==> src/rtl/mem_arbiter_if.sv <==
// Bundle between the core's fetch/load-store ports, the shared BRAM and the arbiter.
// The slave modport is the arbiter; the master modport is the core/BRAM side.
interface mem_arbiter_if #(
  parameter int ADDR_W = 10
);
  logic              if_req;
  logic [31:0]       if_addr;
  logic              if_gnt;
  logic              if_rvalid;
  logic [31:0]       if_rdata;
  logic              d_req;
  logic              d_we;
  logic [2:0]        d_func3;
  logic [31:0]       d_addr;
  logic [31:0]       d_wdata;
  logic              d_gnt;
  logic              d_rvalid;
  logic [31:0]       d_rdata;
  logic              mem_en;
  logic [3:0]        mem_we;
  logic [ADDR_W-1:0] mem_addr;
  logic [31:0]       mem_wdata;
  logic [31:0]       mem_rdata;
  logic              stall;
  logic              trap_ram;

  modport slave (
    input  if_req, if_addr, d_req, d_we, d_func3, d_addr, d_wdata, mem_rdata,
    output if_gnt, if_rvalid, if_rdata, d_gnt, d_rvalid, d_rdata,
           mem_en, mem_we, mem_addr, mem_wdata, stall, trap_ram
  );

  modport master (
    output if_req, if_addr, d_req, d_we, d_func3, d_addr, d_wdata, mem_rdata,
    input  if_gnt, if_rvalid, if_rdata, d_gnt, d_rvalid, d_rdata,
           mem_en, mem_we, mem_addr, mem_wdata, stall, trap_ram
  );
endinterface

==> src/rtl/mem_arbiter.sv <==
// Single-port BRAM arbiter between instruction fetch and load/store, with store byte
// enables, alignment/range trapping and one-cycle read response routing.
module mem_arbiter #(
  parameter int ADDR_W     = 10,
  parameter int STARVE_MAX = 4
) (
  input  logic         clk,
  input  logic         rst_n,
  mem_arbiter_if.slave bus
);
  localparam int CNT_W = $clog2(STARVE_MAX + 1);
  localparam logic [CNT_W-1:0] STARVE_LIM = CNT_W'(STARVE_MAX);

  typedef enum logic {READY, TRAP} state_t;
  typedef enum logic [1:0] {OWN_NONE, OWN_IF, OWN_D} owner_t;

  state_t           state;
  owner_t           owner;
  logic [CNT_W-1:0] starve_cnt;
  logic             trap_q;

  logic       if_win, d_win, illegal;
  logic [1:0] size;
  logic [3:0] be;
  logic       unused_bits;

  assign unused_bits = ^{bus.if_addr[31:ADDR_W+2], bus.if_addr[1:0], bus.d_func3[2]};

  always_comb begin
    size    = bus.d_func3[1:0];
    illegal = (size == 2'b11)
           || (size == 2'b01 && bus.d_addr[0])
           || (size == 2'b10 && bus.d_addr[1:0] != 2'b00)
           || (bus.d_addr[31:ADDR_W+2] != '0);

    // Starved fetch preempts data; TRAP blocks data but lets fetch through.
    if_win = 1'b0;
    d_win  = 1'b0;
    if (rst_n) begin
      if (bus.if_req && starve_cnt == STARVE_LIM)   if_win = 1'b1;
      else if (bus.d_req && state == READY)         d_win  = 1'b1;
      else if (bus.if_req)                          if_win = 1'b1;
    end

    case (size)
      2'b00:   be = 4'b0001 << bus.d_addr[1:0];
      2'b01:   be = 4'b0011 << {bus.d_addr[1], 1'b0};
      default: be = 4'b1111;
    endcase

    case (size)
      2'b00:   bus.mem_wdata = {4{bus.d_wdata[7:0]}};
      2'b01:   bus.mem_wdata = {2{bus.d_wdata[15:0]}};
      default: bus.mem_wdata = bus.d_wdata;
    endcase

    bus.if_gnt   = if_win;
    bus.d_gnt    = d_win;
    bus.mem_en   = if_win | (d_win & ~illegal);
    bus.mem_we   = (d_win && !illegal && bus.d_we) ? be : '0;
    if (if_win)     bus.mem_addr = bus.if_addr[ADDR_W+1:2];
    else if (d_win) bus.mem_addr = bus.d_addr[ADDR_W+1:2];
    else            bus.mem_addr = '0;
    bus.stall = rst_n & ((bus.if_req & ~if_win) | (bus.d_req & ~d_win));
  end

  always_ff @(posedge clk or negedge rst_n) begin
    if (!rst_n) begin
      state      <= READY;
      owner      <= OWN_NONE;
      starve_cnt <= '0;
      trap_q     <= 1'b0;
    end else begin
      if (bus.if_req && !if_win)
        starve_cnt <= (starve_cnt == STARVE_LIM) ? starve_cnt : starve_cnt + 1'b1;
      else
        starve_cnt <= '0;

      if (if_win)                               owner <= OWN_IF;
      else if (d_win && !illegal && !bus.d_we)  owner <= OWN_D;
      else                                      owner <= OWN_NONE;

      trap_q <= d_win & illegal;

      case (state)
        READY:   if (d_win && illegal) state <= TRAP;
        TRAP:    state <= READY;
        default: state <= READY;
      endcase
    end
  end

  assign bus.trap_ram  = trap_q;
  assign bus.if_rvalid = (owner == OWN_IF);
  assign bus.d_rvalid  = (owner == OWN_D);
  assign bus.if_rdata  = (owner == OWN_IF) ? bus.mem_rdata : '0;
  assign bus.d_rdata   = (owner == OWN_D)  ? bus.mem_rdata : '0;
endmodule

==> src/flat_wrapper.sv <==
// flat-port wrapper written by rule: the top's interface ports become plain ports
module mem_arbiter_flat 
#(
  parameter int ADDR_W     = 10,
  parameter int STARVE_MAX = 4
)
  (clk, rst_n, bus_if_req, bus_if_addr, bus_d_req, bus_d_we, bus_d_func3, bus_d_addr, bus_d_wdata, bus_mem_rdata, bus_if_gnt, bus_if_rvalid, bus_if_rdata, bus_d_gnt, bus_d_rvalid, bus_d_rdata, bus_mem_en, bus_mem_we, bus_mem_addr, bus_mem_wdata, bus_stall, bus_trap_ram);
  mem_arbiter_if #(.ADDR_W(ADDR_W)) bus_i ();
  input  logic clk;
  input  logic rst_n;
  input wire logic [$bits(bus_i.if_req)-1:0] bus_if_req;
  input wire logic [$bits(bus_i.if_addr)-1:0] bus_if_addr;
  input wire logic [$bits(bus_i.d_req)-1:0] bus_d_req;
  input wire logic [$bits(bus_i.d_we)-1:0] bus_d_we;
  input wire logic [$bits(bus_i.d_func3)-1:0] bus_d_func3;
  input wire logic [$bits(bus_i.d_addr)-1:0] bus_d_addr;
  input wire logic [$bits(bus_i.d_wdata)-1:0] bus_d_wdata;
  input wire logic [$bits(bus_i.mem_rdata)-1:0] bus_mem_rdata;
  output wire logic [$bits(bus_i.if_gnt)-1:0] bus_if_gnt;
  output wire logic [$bits(bus_i.if_rvalid)-1:0] bus_if_rvalid;
  output wire logic [$bits(bus_i.if_rdata)-1:0] bus_if_rdata;
  output wire logic [$bits(bus_i.d_gnt)-1:0] bus_d_gnt;
  output wire logic [$bits(bus_i.d_rvalid)-1:0] bus_d_rvalid;
  output wire logic [$bits(bus_i.d_rdata)-1:0] bus_d_rdata;
  output wire logic [$bits(bus_i.mem_en)-1:0] bus_mem_en;
  output wire logic [$bits(bus_i.mem_we)-1:0] bus_mem_we;
  output wire logic [$bits(bus_i.mem_addr)-1:0] bus_mem_addr;
  output wire logic [$bits(bus_i.mem_wdata)-1:0] bus_mem_wdata;
  output wire logic [$bits(bus_i.stall)-1:0] bus_stall;
  output wire logic [$bits(bus_i.trap_ram)-1:0] bus_trap_ram;
  assign bus_i.if_req = bus_if_req;
  assign bus_i.if_addr = bus_if_addr;
  assign bus_i.d_req = bus_d_req;
  assign bus_i.d_we = bus_d_we;
  assign bus_i.d_func3 = bus_d_func3;
  assign bus_i.d_addr = bus_d_addr;
  assign bus_i.d_wdata = bus_d_wdata;
  assign bus_i.mem_rdata = bus_mem_rdata;
  assign bus_if_gnt = bus_i.if_gnt;
  assign bus_if_rvalid = bus_i.if_rvalid;
  assign bus_if_rdata = bus_i.if_rdata;
  assign bus_d_gnt = bus_i.d_gnt;
  assign bus_d_rvalid = bus_i.d_rvalid;
  assign bus_d_rdata = bus_i.d_rdata;
  assign bus_mem_en = bus_i.mem_en;
  assign bus_mem_we = bus_i.mem_we;
  assign bus_mem_addr = bus_i.mem_addr;
  assign bus_mem_wdata = bus_i.mem_wdata;
  assign bus_stall = bus_i.stall;
  assign bus_trap_ram = bus_i.trap_ram;
  mem_arbiter #(.ADDR_W(ADDR_W), .STARVE_MAX(STARVE_MAX)) u_core (.clk(clk), .rst_n(rst_n), .bus(bus_i));
endmodule
==> config.mk <==
export PLATFORM = sky130hd
export DESIGN_NAME = mem_arbiter_flat
export DESIGN_NICKNAME = d
export VERILOG_FILES = /design/src/rtl/mem_arbiter_if.sv /design/src/rtl/mem_arbiter.sv /design/src/flat_wrapper.sv
export SDC_FILE = /design/constraint.sdc
export NUM_CORES = 1
export LEC_CHECK = 0
export ABC_CLOCK_PERIOD_IN_PS = 1800
export CORE_AREA = 2 2 99 101
export CTS_BUF_LIST = sky130_fd_sc_hd__clkbuf_16
export DETAILED_ROUTE_END_ITERATION = 8
export DIE_AREA = 0 0 101 103
export MAX_ROUTING_LAYER = met4
export RECOVER_POWER = 100
export SLEW_MARGIN = 25
export SYNTH_ARGS = -nofsm -noshare
export SYNTH_HDL_FRONTEND = slang
export SYNTH_SLANG_ARGS = --single-unit
==> constraint.sdc <==
create_clock -name clk -period 1.8 [get_ports clk]
set_input_delay 0.18 -clock clk [delete_from_list [all_inputs] [get_ports clk]]
set_output_delay 0.18 -clock clk [all_outputs]
set_load 0.02 [all_outputs]
# --- After elaboration in Yosys (flattened, before gate mapping) ---
# Index checks and enable logic that the tools add are counted.
# W data, S select, Z words.
word_totals:
  ramBits: 0
  rom_bits: 0
  n_memories: 0
  word_cells: 63
  in_bits: 136
  latch_bits: 0
  regBits: 7
classes:
  n_bitwise: 11
  add_sub_neg: 1
  reduce_logical: 18
  multipliers: 0
  div: 0
  muxes: 20
  eq_ne: 7
  n_shift: 2
  magnitude_cmp: 0
ops:
  columns: ["op", "count"]
  rows:
  - ["$mux W32", 2]
  - ["$pmux W32 S2", 1]
  - ["$mux W10", 2]
  - ["$reduce_bool A20 Y1", 1]
  - ["$logic_and A1 B1 Y1", 9]
  - ["$mux W1", 8]
  - ["$pmux W4 S2", 1]
  - ["$eq A2 B2 Y1 const B", 3]
  - ["$mux W3", 2]
  - ["$and A1 B1 Y1", 5]
  - ["$eq A2 B1 Y1 const B", 2]
  - ["$mux W2", 2]
  - ["$mux W4", 1]
  - ["$not A1 Y1", 4]
  - ["$shl A1 B2 Y4 const A", 1]
  - ["$shl A2 B2 Y4 const A", 1]
  - ["$add A3 B1 Y3 const B", 1]
  - ["$eq A3 B3 Y1 const B", 1]
  - ["$logic_not A1 Y1", 3]
  - ["$logic_or A1 B1 Y1", 3]
  - ["$logic_not A2 Y1", 1]
  - ["$ne A2 B2 Y1 const B", 1]
  - ["$or A1 B1 Y1", 2]
  - ["$pmux W1 S2", 1]
  - ["$reduce_bool A2 Y1", 1]

# --- Longest topological paths before layout ---
logic_depth:
  depth_word: 10
  depth_mapped: 6
  depth_no_buf: 6

# --- Worst setup path after synthesis ---
# OpenSTA, ideal clock, no wires.
synth_timing:
  path_type: "reg-to-output"
  from: "register u_core.starve_cnt[0]"
  to: "output port bus_mem_we[1]"
  arrival_ps: 1611
  stages_incl_launch_ff: 6
  setup_slack_ps: 9
  required_ps: 1620
  path_cell_list: "dfrtp_1 inv_1 ha_1 a311oi_4 buf_6 o2111a_1"
synth_between:
  elab_chain_cells: 7
synth_rtl:
  columns: ["element", "line_no", "source"]
  rows:
  - ["from (decl)", "mem_arbiter.sv:19", "logic [CNT_W-1:0] starve_cnt;"]
  - ["from (signal assigned)", "mem_arbiter.sv:75", "starve_cnt <= (starve_cnt == STARVE_LIM) ? starve_cnt : starve_cnt + 1'b1;"]
  - ["$eq A3 B3 Y1", "mem_arbiter.sv:40", "if (bus.if_req && starve_cnt == STARVE_LIM) if_win = 1'b1;"]
  - ["$logic_and A1 B1 Y1", "mem_arbiter.sv:40", null]
  - ["$mux W1", "mem_arbiter.sv:40", null]
  - ["$mux W1", "mem_arbiter.sv:39", "if (rst_n) begin"]
  - ["via bus_d_gnt", "flat_wrapper.sv:22", "output wire logic [$bits(bus_i.d_gnt)-1:0] bus_d_gnt;"]
  - ["$logic_and A1 B1 Y1 (2 in a row)", "mem_arbiter.sv:60", "bus.mem_we = (d_win && !illegal && bus.d_we) ? be : '0;"]
  - ["$mux W4", "mem_arbiter.sv:60", null]
  - ["to (decl)", "flat_wrapper.sv:26", "output wire logic [$bits(bus_i.mem_we)-1:0] bus_mem_we;"]
# The timed path passes the listed nets, and every way through them passes these cells.

# --- Worst setup path after layout ---
layout_timing:
  from: "input port rst_n"
  to: "output port bus_mem_we[0]"
layout_between:
  elab_chain_cells: 4
layout_rtl:
  columns: ["element", "line_no", "source"]
  rows:
  - ["from (decl)", "flat_wrapper.sv:10", "input logic rst_n;"]
  - ["$mux W1", "mem_arbiter.sv:39", null]
  - ["$logic_and A1 B1 Y1 (2 in a row)", "mem_arbiter.sv:60", null]
  - ["$mux W4", "mem_arbiter.sv:60", null]
# Every way passes these cells.

==> metrics.cfg <==
[logic_synthesis]
synthTopCellsByArea = and2_1 (28%), mux2_2 (13%), dfrtp_1 (12%)
yosysTopAreaCell = and2_1
syn_nets = 329
synth-seq-area-share_pct = 12.27
syn_inst = 191
syn_avg_cell_area_um2 = 7.474
yosys_warnings = 0
yosys.cell_types.count = 29
syn_area_um2 = 1428
synth_top_area_share_pct = 28.05
ys_ff_latch = 7

[timing]
fin_ws_ps = -128.9
period_share_pct = 107.2
slew_headroom_pct = 80.14
layout_min_cycle_time_ps = 1929
finalSetupViolCount = 19
worst_pin_slew_ps = 297.9
hold_violations = 0
rsz0062_at_grt = true
hold_slack_ps = 349.1
fmax_mhz = 518.4
finClkSkew_ps = 1.971
slew_viol_final = 0

[cells_and_area]
fin_nets = 569
n_fill_cell = 1028
syn2layout_area_growth_pct = 172.6
final_cell_mix = clkdlybuf4s50_1 (113), dlygate4sd2_1 (75), and2_1 (64)
fin_area_um2 = 3891
diodes = 0
drive_above_1_share_pct = 18.14
final_common_cell = clkdlybuf4s50_1
fin_util_pct = 41.14

[outcome]
failed_checks = setup timing
status = finished with violations

[global_route]
grt_pass1_vias = 2363
antenna_found_initial = 0
grt_pass1_wl_mm = 11.16
track_usage_pct = 13.77
grt_max_degree = 34
grt_overflow = 0

[die]
rows = 36
chipWidth_um = 101
dieArea_um2 = 10400
ios = 253
coreArea_um2 = 9459
start_util_pct = 15.09
die_height_um = 103

[detailed_routing]
dr.first_iter.drc_count = 17
final_antenna_net_count = 0
post_drt_via_cell_ratio = 4.230
route.vias.total = 2301
wl_per_cell_um = 14.17
wl_mm = 7.709
dr.pass1.iters = 4
drc_errors = 0

[pwr]
p_leak_nw = 1.975
power.density_nw_per_um2 = 344.3
total_power_w = 0.001340
vdd_drop_max_v = 0.0001858

[setup_path]
arrival_ps = 1750
end_kind = output port
criticalPathCategory = in -> out
worstSetupStartpointType = input port
required_ps = 1620
crit_fanout = 12

[clock_network]
root_buffer = clkbuf_16
cts_tree = yes
numCtsBuffers = 3
clockBufferDepth = 2
clock_latency_ps = 230
htreeDepth = 1
clk_pin_slew_ps = 40
cts_sinks = 7

[placed_design]
hpwl_mm = 6.746
gp_congestion = 0.7450
port-buffer-count = 229
placed_cell_area_um2 = 3965

[hold_path]
holdCritPathClass = in -> async

[run]
max_cap_viol_count = 0

[area by class of cell]
class	count	area (um2)	share of cell area, %
sequential	7	175.2	4.502
clock inverter	1	3.754	0.09646
timing repair buffer	255	2345	60.26
tap	114	142.6	3.666
inverter	4	15.01	0.3859
multi-input combinational	160	1135	29.16
clock buffer	3	75.07	1.929
[worst max-delay path: stages]
cell,delay [ps]
dlygate4sd3_1,560
nand2_1,110
a311oi_4,340
buf_6,210
and4b_1,210
buf_4,140
[worst paths after layout]
| kind | startpoint | depth (start not counted) | slack (ps) | endpoint |
|---|---|---|---|---|
| worst max-delay path | rst_n | 6 | -130 | bus_mem_we[0] |
| worst min-delay path | rst_n | 2 | 350 | u_core.owner[1] |
| worst max register to register | u_core.starve_cnt[1] | 7 | 330 | u_core.starve_cnt[2] |
| worst min register to register | u_core.starve_cnt[0] | 4 | 750 | u_core.starve_cnt[0] |
| max in group asynchronous | rst_n | 2 | 1330 | u_core.bus.trap_ram |
| min in group clk | bus_d_we | 2 | 740 | u_core.owner[1] |
[per-layer routing]
layer / up-vias / wire (um) / part of all wire [%] / track usage, %
met5: - / 0 / 0 / -
met4: 0 / 22 / 0.29 / 1.975
met3: 2 / 767 / 9.9 / 2.576
met2: 150 / 3973 / 52 / 26.46
met1: 1022 / 2945 / 38 / 15.03
li1: 1127 / - / - / -
[sequential cells by signal (all words and copies together), names as in the netlist]
| signal | count |
|---|---|
| u_core.bus.trap_ram | 1 |
| u_core.owner | 2 |
| u_core.state | 1 |
| u_core.starve_cnt | 3 |
[stage by stage]
stage | setup slack [ps] | TNS (ps) | instances
finish | -128.9 | -1214 | 544
floorplan | 9.252 | 0 | 191
global placement | -515.7 | -14700 | 537
global route | -209.8 | -4275 | 544
detailed placement | -524.8 | -15460 | 537
CTS | -110.4 | -491.2 | 545
[logic make-up after synthesis]
family | synth area share, %
AND/OR/NAND/NOR | 42.59
multiplexers | 18.23
buffers and inverters | 9.465
adder cells (fa/ha/maj) | 1.753
flip-flops | 12.27
XOR/XNOR | 0.6136
AO/OA/AOI/OAI | 15.07
[cell usage after synthesis]
library cell  instances
a311oi_4              1
and4b_1               2
nor2_2                1
inv_1                 4
ha_1                  2
o2111a_1              2
o21ai_0              10
nor3_1                1
buf_2                 3
xnor2_1               1
buf_6                 1
nand4_1               1
dfrtp_1               7
nor4_1                5
mux2i_1               8
nor2b_1               4
buf_4                 9
mux2_2               16
nand2b_1              2
nand3_1               2
clkbuf_1              7
nand2_1              13
a21oi_1               3
nor2_1                9
and2_1               64
a31oi_1               1
a22o_1               10
and3b_1               1
a21o_1                1
[report_power, final]
part | total [W] | internal, W | switching, W | leakage, nW
Combinational | 0.000800 | 0.000457 | 0.000342 | 1.84
Sequential | 0.000176 | 0.000169 | 0.00000762 | 0.0934
Clock | 0.000364 | 0.000288 | 0.0000755 | 0.0423
[what timing repair did]
item | 4_1_cts | 5_1_grt
gates resized for setup | 217 | 22
buffers inserted | 5 | 0
hold buffers | 0 | 0
pin swaps | 9 | 4
endpoints found under the setup margin | 108 | 25
Power figures use the tool's default switching activity.
